<file path="src/rtl/rv_pkg.sv">
// RV32I decode vocabulary shared by the decode stage: opcodes, op classes, decoded packet and immediate builders.
package rv_pkg;

  localparam logic [6:0] OPC_ALU_R  = 7'b0110011;
  localparam logic [6:0] OPC_ALU_I  = 7'b0010011;
  localparam logic [6:0] OPC_LOAD   = 7'b0000011;
  localparam logic [6:0] OPC_STORE  = 7'b0100011;
  localparam logic [6:0] OPC_BRANCH = 7'b1100011;
  localparam logic [6:0] OPC_JAL    = 7'b1101111;
  localparam logic [6:0] OPC_JALR   = 7'b1100111;
  localparam logic [6:0] OPC_LUI    = 7'b0110111;
  localparam logic [6:0] OPC_AUIPC  = 7'b0010111;

  typedef enum logic [3:0] {
    CLS_ALU_R   = 4'd0,
    CLS_ALU_I   = 4'd1,
    CLS_LOAD    = 4'd2,
    CLS_STORE   = 4'd3,
    CLS_BRANCH  = 4'd4,
    CLS_JAL     = 4'd5,
    CLS_JALR    = 4'd6,
    CLS_LUI     = 4'd7,
    CLS_AUIPC   = 4'd8,
    CLS_ILLEGAL = 4'd9
  } op_cls_e;

  typedef struct packed {
    op_cls_e     cls;
    logic [2:0]  f3;
    logic        f7b5;
    logic [4:0]  rd;
    logic [4:0]  rs1;
    logic [4:0]  rs2;
    logic [31:0] imm;
  } decode_t;

  function automatic logic [31:0] imm_i(input logic [31:0] ins);
    return {{20{ins[31]}}, ins[31:20]};
  endfunction

  function automatic logic [31:0] imm_s(input logic [31:0] ins);
    return {{20{ins[31]}}, ins[31:25], ins[11:7]};
  endfunction

  function automatic logic [31:0] imm_b(input logic [31:0] ins);
    return {{19{ins[31]}}, ins[31], ins[7], ins[30:25], ins[11:8], 1'b0};
  endfunction

  function automatic logic [31:0] imm_u(input logic [31:0] ins);
    return {ins[31:12], 12'b0};
  endfunction

  function automatic logic [31:0] imm_j(input logic [31:0] ins);
    return {{11{ins[31]}}, ins[31], ins[19:12], ins[20], ins[30:21], 1'b0};
  endfunction

endpackage

</file>
<file path="src/rtl/decode_stage_if.sv">
// Fetch-side push bus and dispatch-side issue packet of the decode stage.
// master = pipeline surroundings (fetch, dispatch, ROB control); slave = decode_stage.
interface decode_stage_if;
  logic        rdy_in;
  logic        clear;
  logic        from_if;
  logic [31:0] from_if_ins;
  logic [31:0] from_if_pc;
  logic        if_stall;
  logic        out_ready;
  logic        out_valid;
  logic [31:0] out_pc;
  logic [3:0]  out_cls;
  logic [2:0]  out_f3;
  logic        out_f7b5;
  logic [4:0]  out_rd;
  logic [4:0]  out_rs1;
  logic [4:0]  out_rs2;
  logic [31:0] out_imm;

  modport master (
    output rdy_in, clear, from_if, from_if_ins, from_if_pc, out_ready,
    input  if_stall, out_valid, out_pc, out_cls, out_f3, out_f7b5,
           out_rd, out_rs1, out_rs2, out_imm
  );

  modport slave (
    input  rdy_in, clear, from_if, from_if_ins, from_if_pc, out_ready,
    output if_stall, out_valid, out_pc, out_cls, out_f3, out_f7b5,
           out_rd, out_rs1, out_rs2, out_imm
  );
endinterface

</file>
<file path="src/rtl/rv32i_decode_core.sv">
// Combinational RV32I field decode: class, funct3, ins[30], register indices and class immediate.
// Zero latency; no state, so no backpressure of its own.
module rv32i_decode_core
  import rv_pkg::*;
(
  input  logic [31:0] ins_i,
  output decode_t     dec_o
);

  logic [6:0] opc;
  assign opc = ins_i[6:0];

  always_comb begin
    dec_o     = '0;
    dec_o.cls = CLS_ILLEGAL;
    case (opc)
      OPC_ALU_R: begin
        dec_o.cls = CLS_ALU_R;
        dec_o.rd  = ins_i[11:7];
        dec_o.rs1 = ins_i[19:15];
        dec_o.rs2 = ins_i[24:20];
      end
      OPC_ALU_I: begin
        dec_o.cls = CLS_ALU_I;
        dec_o.rd  = ins_i[11:7];
        dec_o.rs1 = ins_i[19:15];
        // SLLI/SRLI/SRAI carry a 5-bit shamt; ins[30] still selects SRA via f7b5
        if (ins_i[13:12] == 2'b01) begin
          dec_o.imm = {27'b0, ins_i[24:20]};
        end else begin
          dec_o.imm = imm_i(ins_i);
        end
      end
      OPC_LOAD: begin
        dec_o.cls = CLS_LOAD;
        dec_o.rd  = ins_i[11:7];
        dec_o.rs1 = ins_i[19:15];
        dec_o.imm = imm_i(ins_i);
      end
      OPC_STORE: begin
        dec_o.cls = CLS_STORE;
        dec_o.rs1 = ins_i[19:15];
        dec_o.rs2 = ins_i[24:20];
        dec_o.imm = imm_s(ins_i);
      end
      OPC_BRANCH: begin
        dec_o.cls = CLS_BRANCH;
        dec_o.rs1 = ins_i[19:15];
        dec_o.rs2 = ins_i[24:20];
        dec_o.imm = imm_b(ins_i);
      end
      OPC_JAL: begin
        dec_o.cls = CLS_JAL;
        dec_o.rd  = ins_i[11:7];
        dec_o.imm = imm_j(ins_i);
      end
      OPC_JALR: begin
        dec_o.cls = CLS_JALR;
        dec_o.rd  = ins_i[11:7];
        dec_o.rs1 = ins_i[19:15];
        dec_o.imm = imm_i(ins_i);
      end
      OPC_LUI: begin
        dec_o.cls = CLS_LUI;
        dec_o.rd  = ins_i[11:7];
        dec_o.imm = imm_u(ins_i);
      end
      OPC_AUIPC: begin
        dec_o.cls = CLS_AUIPC;
        dec_o.rd  = ins_i[11:7];
        dec_o.imm = imm_u(ins_i);
      end
      default: ;
    endcase
    if (dec_o.cls != CLS_ILLEGAL) begin
      dec_o.f3   = ins_i[14:12];
      dec_o.f7b5 = ins_i[30];
    end
  end

endmodule

</file>
<file path="src/rtl/decode_stage.sv">
// Fetch->dispatch decode: 2**DQ_WIDTH-entry queue feeding a registered issue packet; push-to-valid is 2 edges, 1/cycle.
// Packet holds while out_valid && !out_ready; if_stall asserts with <=1 free slot; pushes into a full queue are dropped.
module decode_stage
  import rv_pkg::*;
#(
  parameter int DQ_WIDTH = 2
) (
  input logic           clk_in,
  input logic           rst_in,
  decode_stage_if.slave bus
);

  localparam int DQ_SIZE = 1 << DQ_WIDTH;
  localparam logic [DQ_WIDTH:0] CNT_MAX   = {1'b1, {DQ_WIDTH{1'b0}}};
  localparam logic [DQ_WIDTH:0] CNT_STALL = {1'b0, {DQ_WIDTH{1'b1}}};

  logic [31:0]         ins_mem_q [DQ_SIZE];
  logic [31:0]         pc_mem_q  [DQ_SIZE];
  logic [DQ_WIDTH-1:0] head_q, head_d;
  logic [DQ_WIDTH-1:0] tail_q, tail_d;
  logic [DQ_WIDTH:0]   count_q, count_d;
  logic                out_valid_q, out_valid_d;
  logic [31:0]         out_pc_q, out_pc_d;
  decode_t             out_q, out_d;
  decode_t             dec;
  logic                ovf_q, ovf_d;
  logic                full, empty, flush, push, pop;

  assign full  = (count_q == CNT_MAX);
  assign empty = (count_q == '0);
  assign flush = bus.rdy_in && bus.clear;
  assign push  = bus.rdy_in && !bus.clear && bus.from_if && !full;
  assign pop   = bus.rdy_in && !bus.clear && (!out_valid_q || bus.out_ready) && !empty;

  rv32i_decode_core u_core (
    .ins_i (ins_mem_q[head_q]),
    .dec_o (dec)
  );

  always_comb begin
    head_d      = head_q;
    tail_d      = tail_q;
    count_d     = count_q;
    out_valid_d = out_valid_q;
    out_pc_d    = out_pc_q;
    out_d       = out_q;
    ovf_d       = ovf_q;
    if (flush) begin
      head_d      = '0;
      tail_d      = '0;
      count_d     = '0;
      out_valid_d = 1'b0;
    end else if (bus.rdy_in) begin
      if (push) begin
        tail_d = tail_q + 1'b1;
      end
      // Pop reads the pre-edge head, so a push into an empty queue waits one cycle
      if (pop) begin
        head_d      = head_q + 1'b1;
        out_valid_d = 1'b1;
        out_pc_d    = pc_mem_q[head_q];
        out_d       = dec;
      end else if (bus.out_ready && out_valid_q) begin
        out_valid_d = 1'b0;
      end
      case ({push, pop})
        2'b10:   count_d = count_q + 1'b1;
        2'b01:   count_d = count_q - 1'b1;
        default: ;
      endcase
      if (bus.from_if && full) begin
        ovf_d = 1'b1;
      end
    end
  end

  always_ff @(posedge clk_in or posedge rst_in) begin
    if (rst_in) begin
      head_q      <= '0;
      tail_q      <= '0;
      count_q     <= '0;
      out_valid_q <= 1'b0;
      out_pc_q    <= '0;
      out_q       <= '0;
      ovf_q       <= 1'b0;
    end else begin
      head_q      <= head_d;
      tail_q      <= tail_d;
      count_q     <= count_d;
      out_valid_q <= out_valid_d;
      out_pc_q    <= out_pc_d;
      out_q       <= out_d;
      ovf_q       <= ovf_d;
    end
  end

  // Payload storage needs no reset: count_q gates every read
  always_ff @(posedge clk_in) begin
    if (push) begin
      ins_mem_q[tail_q] <= bus.from_if_ins;
      pc_mem_q[tail_q]  <= bus.from_if_pc;
    end
  end

  assign bus.if_stall  = (count_q >= CNT_STALL);
  assign bus.out_valid = out_valid_q;
  assign bus.out_pc    = out_pc_q;
  assign bus.out_cls   = out_q.cls;
  assign bus.out_f3    = out_q.f3;
  assign bus.out_f7b5  = out_q.f7b5;
  assign bus.out_rd    = out_q.rd;
  assign bus.out_rs1   = out_q.rs1;
  assign bus.out_rs2   = out_q.rs2;
  assign bus.out_imm   = out_q.imm;

  a_count_bound: assert property (@(posedge clk_in) disable iff (rst_in) count_q <= CNT_MAX);

endmodule

</file>
<file path="src/flat_wrapper.sv">
// flat-port wrapper written by rule: the top's interface ports become plain ports
module decode_stage_flat import rv_pkg::*;
#(
  parameter int DQ_WIDTH = 2
)
  (clk_in, rst_in, bus_rdy_in, bus_clear, bus_from_if, bus_from_if_ins, bus_from_if_pc, bus_out_ready, bus_if_stall, bus_out_valid, bus_out_pc, bus_out_cls, bus_out_f3, bus_out_f7b5, bus_out_rd, bus_out_rs1, bus_out_rs2, bus_out_imm);
  decode_stage_if bus_i ();
  input logic clk_in;
  input logic rst_in;
  input wire logic [$bits(bus_i.rdy_in)-1:0] bus_rdy_in;
  input wire logic [$bits(bus_i.clear)-1:0] bus_clear;
  input wire logic [$bits(bus_i.from_if)-1:0] bus_from_if;
  input wire logic [$bits(bus_i.from_if_ins)-1:0] bus_from_if_ins;
  input wire logic [$bits(bus_i.from_if_pc)-1:0] bus_from_if_pc;
  input wire logic [$bits(bus_i.out_ready)-1:0] bus_out_ready;
  output wire logic [$bits(bus_i.if_stall)-1:0] bus_if_stall;
  output wire logic [$bits(bus_i.out_valid)-1:0] bus_out_valid;
  output wire logic [$bits(bus_i.out_pc)-1:0] bus_out_pc;
  output wire logic [$bits(bus_i.out_cls)-1:0] bus_out_cls;
  output wire logic [$bits(bus_i.out_f3)-1:0] bus_out_f3;
  output wire logic [$bits(bus_i.out_f7b5)-1:0] bus_out_f7b5;
  output wire logic [$bits(bus_i.out_rd)-1:0] bus_out_rd;
  output wire logic [$bits(bus_i.out_rs1)-1:0] bus_out_rs1;
  output wire logic [$bits(bus_i.out_rs2)-1:0] bus_out_rs2;
  output wire logic [$bits(bus_i.out_imm)-1:0] bus_out_imm;
  assign bus_i.rdy_in = bus_rdy_in;
  assign bus_i.clear = bus_clear;
  assign bus_i.from_if = bus_from_if;
  assign bus_i.from_if_ins = bus_from_if_ins;
  assign bus_i.from_if_pc = bus_from_if_pc;
  assign bus_i.out_ready = bus_out_ready;
  assign bus_if_stall = bus_i.if_stall;
  assign bus_out_valid = bus_i.out_valid;
  assign bus_out_pc = bus_i.out_pc;
  assign bus_out_cls = bus_i.out_cls;
  assign bus_out_f3 = bus_i.out_f3;
  assign bus_out_f7b5 = bus_i.out_f7b5;
  assign bus_out_rd = bus_i.out_rd;
  assign bus_out_rs1 = bus_i.out_rs1;
  assign bus_out_rs2 = bus_i.out_rs2;
  assign bus_out_imm = bus_i.out_imm;
  decode_stage #(.DQ_WIDTH(DQ_WIDTH)) u_core (.clk_in(clk_in), .rst_in(rst_in), .bus(bus_i));
endmodule
</file>
<file path="config.mk">
export PLATFORM = sky130hd
export DESIGN_NAME = decode_stage_flat
export DESIGN_NICKNAME = d
export VERILOG_FILES = /design/src/rtl/rv_pkg.sv /design/src/rtl/decode_stage_if.sv /design/src/rtl/rv32i_decode_core.sv /design/src/rtl/decode_stage.sv /design/src/flat_wrapper.sv
export SDC_FILE = /design/constraint.sdc
export NUM_CORES = 1
export LEC_CHECK = 0
export BUFFER_PORTS_ARGS = -buffer_cell sky130_fd_sc_hd__buf_2
export CELL_PAD_IN_SITES_DETAIL_PLACEMENT = 1
export CELL_PAD_IN_SITES_GLOBAL_PLACEMENT = 1
export CORE_MARGIN = 2
export CORE_UTILIZATION = 45
export DETAILED_ROUTE_END_ITERATION = 8
export PLACE_DENSITY_LB_ADDON = 0.1
export SETUP_SLACK_MARGIN = 0.05
export SYNTH_ARGS = -nofsm -noshare
export SYNTH_HDL_FRONTEND = slang
export SYNTH_SLANG_ARGS = --single-unit
</file>
<file path="constraint.sdc">
create_clock -name clk_in -period 4.16 [get_ports clk_in]
set_input_delay 0 -clock clk_in [delete_from_list [all_inputs] [get_ports clk_in]]
set_output_delay 0 -clock clk_in [all_outputs]
set_load 0.02 [all_outputs]
</file>
==> results.json <==
{
  "cp.arrival_ns": 3.60,
  "die-area_um2": 31200,
  "maxCapViolCount": 0,
  "fmax_mhz": 312,
  "p_leak_nw": 6.33,
  "yosys.area.top_type_share": 0.573,
  "grt_pass1_vias": 8404,
  "ys_types": 48,
  "reg2reg_from": "u_core.head_q[0]",
  "slew_viol_final": 0,
  "coreArea_um2": 29500,
  "slew-limit-headroom": 0.290,
  "gp_congestion": 0.853,
  "synth-main-ff-cell": "edfxtp_1",
  "netlist_area_um2": 13400,
  "grtUsageTotal": 0.200,
  "drt-total-wl_mm": 30.4,
  "dp_hpwl_mm": 18.4,
  "finClkSkew_ns": 0.0152,
  "vias_per_cell": 5.35,
  "drc": 0,
  "yosysSeqAreaShare": 0.750,
  "cts_root_buf": "clkbuf_16",
  "worstSkewPairLatency_ns": 0.51,
  "hp-class": "in2reg",
  "outcome": "completed",
  "syn_inst": 769,
  "synth_common_cells": "edfxtp_1, nand2_1, dfrtp_1",
  "cts_tree": "yes",
  "grt_remaining_overflow": 0,
  "startpoint": "u_core.head_q[0]",
  "required_ns": 4.56,
  "ff_latch_area_um2": 10100,
  "worst_pin_slew_ns": 1.07,
  "port_buffers": 158,
  "setup_tns_ns": 0,
  "row_count": 63,
  "grt_first_pass_wirelength_mm": 48.1,
  "fillers": 2796,
  "post-synth-top-area-cell": "edfxtp_1",
  "finalSetupViolCount": 0,
  "clk_pin_slew_worst_paths_ns": 0.06,
  "initial_utilization": 0.455,
  "drt_pass1_iterations": 5,
  "period_minus_slack_ns": 3.20,
  "die_w_um": 177,
  "rsz0062_at_grt": "no",
  "io_pins": 159,
  "synth_nets": 845,
  "grt_start_max_net_pins": 70,
  "clk_path_buf_depth": 3,
  "synthArstFlopShare": 0.271,
  "timing.final.crit_share": 0.770,
  "antenna_left": 0,
  "ff2ff_path_depth": 6,
  "die_h_um": 177,
  "endpoint": "u_core.bus.out_imm[5]",
  "cts_buffers": 38,
  "r2r_end": "u_core.bus.out_imm[5]",
  "ys_warn_count": 0,
  "vias": 7634,
  "layout-drive-gt1-share": 0.283,
  "hold_violations": 0,
  "fin_util": 0.558,
  "drt_iter0_markers": 497,
  "ir_drop_v": 0.000344,
  "multi_input_area_um2": 3140,
  "synth-seq-cells": 351,
  "synth_edf_count": 256,
  "startpoint_type": "flip-flop",
  "worstPathMaxFanout": 16,
  "yosys.cell_count.top_type": "edfxtp_1",
  "wl_per_cell_um": 21.3,
  "h-tree-depth": 2,
  "power.density_nw_per_um2": 542,
  "nNetsFinal": 1081,
  "synth_area_leaders": "edfxtp_1, dfrtp_1, mux4_2, nand2_1, a22o_1",
  "rrSetupSlack_ns": 0.96,
  "antenna_found_initial": 2,
  "crit_type": "reg2reg",
  "cts_resized": 0,
  "synth_area_per_cell_um2": 17.4,
  "clock-sinks": 351,
  "syn_to_final_growth_pct": 22.5,
  "cp-end-kind": "flip-flop"
}
## worst min-delay path by stage
stage,cells past startpoint,end,startpoint,slack (ns)
after floorplan,0,u_core.ins_mem_q[0][0],bus_from_if_ins[0],0.1
after global placement,1,u_core.pc_mem_q[0][25],bus_from_if_pc[25],0.21
after detailed placement,1,u_core.pc_mem_q[0][18],bus_from_if_pc[18],0.22
after CTS,6,u_core.tail_q[0],bus_from_if,0.04
after global routing,6,u_core.tail_q[0],bus_from_if,0.08
final,6,u_core.tail_q[0],bus_from_if,0.07
## metal layers
metal | share of wire | track usage | up-vias
li1 | - | - | 3434
met1 | 0.43 | 0.270 | 3962
met2 | 0.50 | 0.340 | 188
met3 | 0.046 | 0.0350 | 50
met4 | 0.020 | 0.0523 | 0
met5 | 0 | 0 | -
## repair_timing
action / in CTS / in global routing
hold endpoints to repair: 332 / 0
buffers inserted: 0 / 0
hold buffers: 70 / 0
endpoints found under the setup margin: 0 / 0
## power breakdown
part	total [mW]	internal [mW]	leakage (nW)	switching (mW)
sequential	4.22	4.04	3.58	0.175
combinational	1.60	0.621	2.20	0.979
clock	3.09	1.83	0.558	1.26
## cells in the final DEF (no fill, tap or decap), types with 6 or more instances in the layout
master           n
buf_2          158
o21ai_0         20
dlygate4sd3_1   70
nor2_1           8
clkbuf_1        19
a22o_1          27
inv_1           10
buf_4            6
mux4_2          63
edfxtp_1       256
clkbuf_16       39
a21oi_1         20
a22oi_1         15
dfrtp_1         93
nand2_1        142
## critical path: stages (launching register included)
cell and delay [ns]:
dfrtp_4 0.53, mux4_1 0.85, nand2b_1 0.33, xnor2_1 0.20, a22oi_2 0.63, nor2_1 0.29
a22o_1 0.26
## cell type report
cell class	instances	share of cell area
Sequential cell	351	0.613
Clock buffer	63	0.0679
Multi-Input combinational cell	369	0.191
Timing Repair Buffer	234	0.0935
Antenna cell	2	0.000305
Inverter	11	0.00266
Clock inverter	6	0.00190
Tap cell	390	0.0297
## sequential cells by signal, summed over array words and instances, names as in the netlist
| name | cells |
|---|---|
| u_core.pc_mem_q | 128 |
| u_core.bus.out_rd | 5 |
| u_core.head_q | 2 |
| u_core.tail_q | 2 |
| u_core.bus.out_pc | 32 |
| u_core.ins_mem_q | 128 |
| u_core.count_q | 3 |
| u_core.bus.out_imm | 32 |
| u_core.bus.out_cls | 4 |
| u_core.bus.out_rs2 | 5 |
| u_core.bus.out_f3 | 3 |
| u_core.bus.out_rs1 | 5 |
| u_core.bus.out_f7b5 | 1 |
| u_core.bus.out_valid | 1 |
## logic make-up after synthesis
group	after synthesis	synth area share
fa+ha+maj	6	0.00616
flops	351	0.750
xor+xnor	5	0.00326
compound gates	105	0.0543
buf+inv	49	0.0169
simple gates	189	0.0615
mux	64	0.108
## stage by stage
stage	power (mW)	cell area [µm²]	setup WS, ns	hold slack (ns)	std cells
floorplan	5.29	13400	1.24	0.0989	769
global placement	5.79	14600	1.13	0.209	1285
detailed placement	5.84	14600	0.986	0.217	1285
CTS	9.01	16400	0.982	0.0449	1424
global route	9.30	16400	0.818	0.0828	1426
finish	8.90	16400	0.958	0.0685	1426
Power figures use the tool's default switching activity.
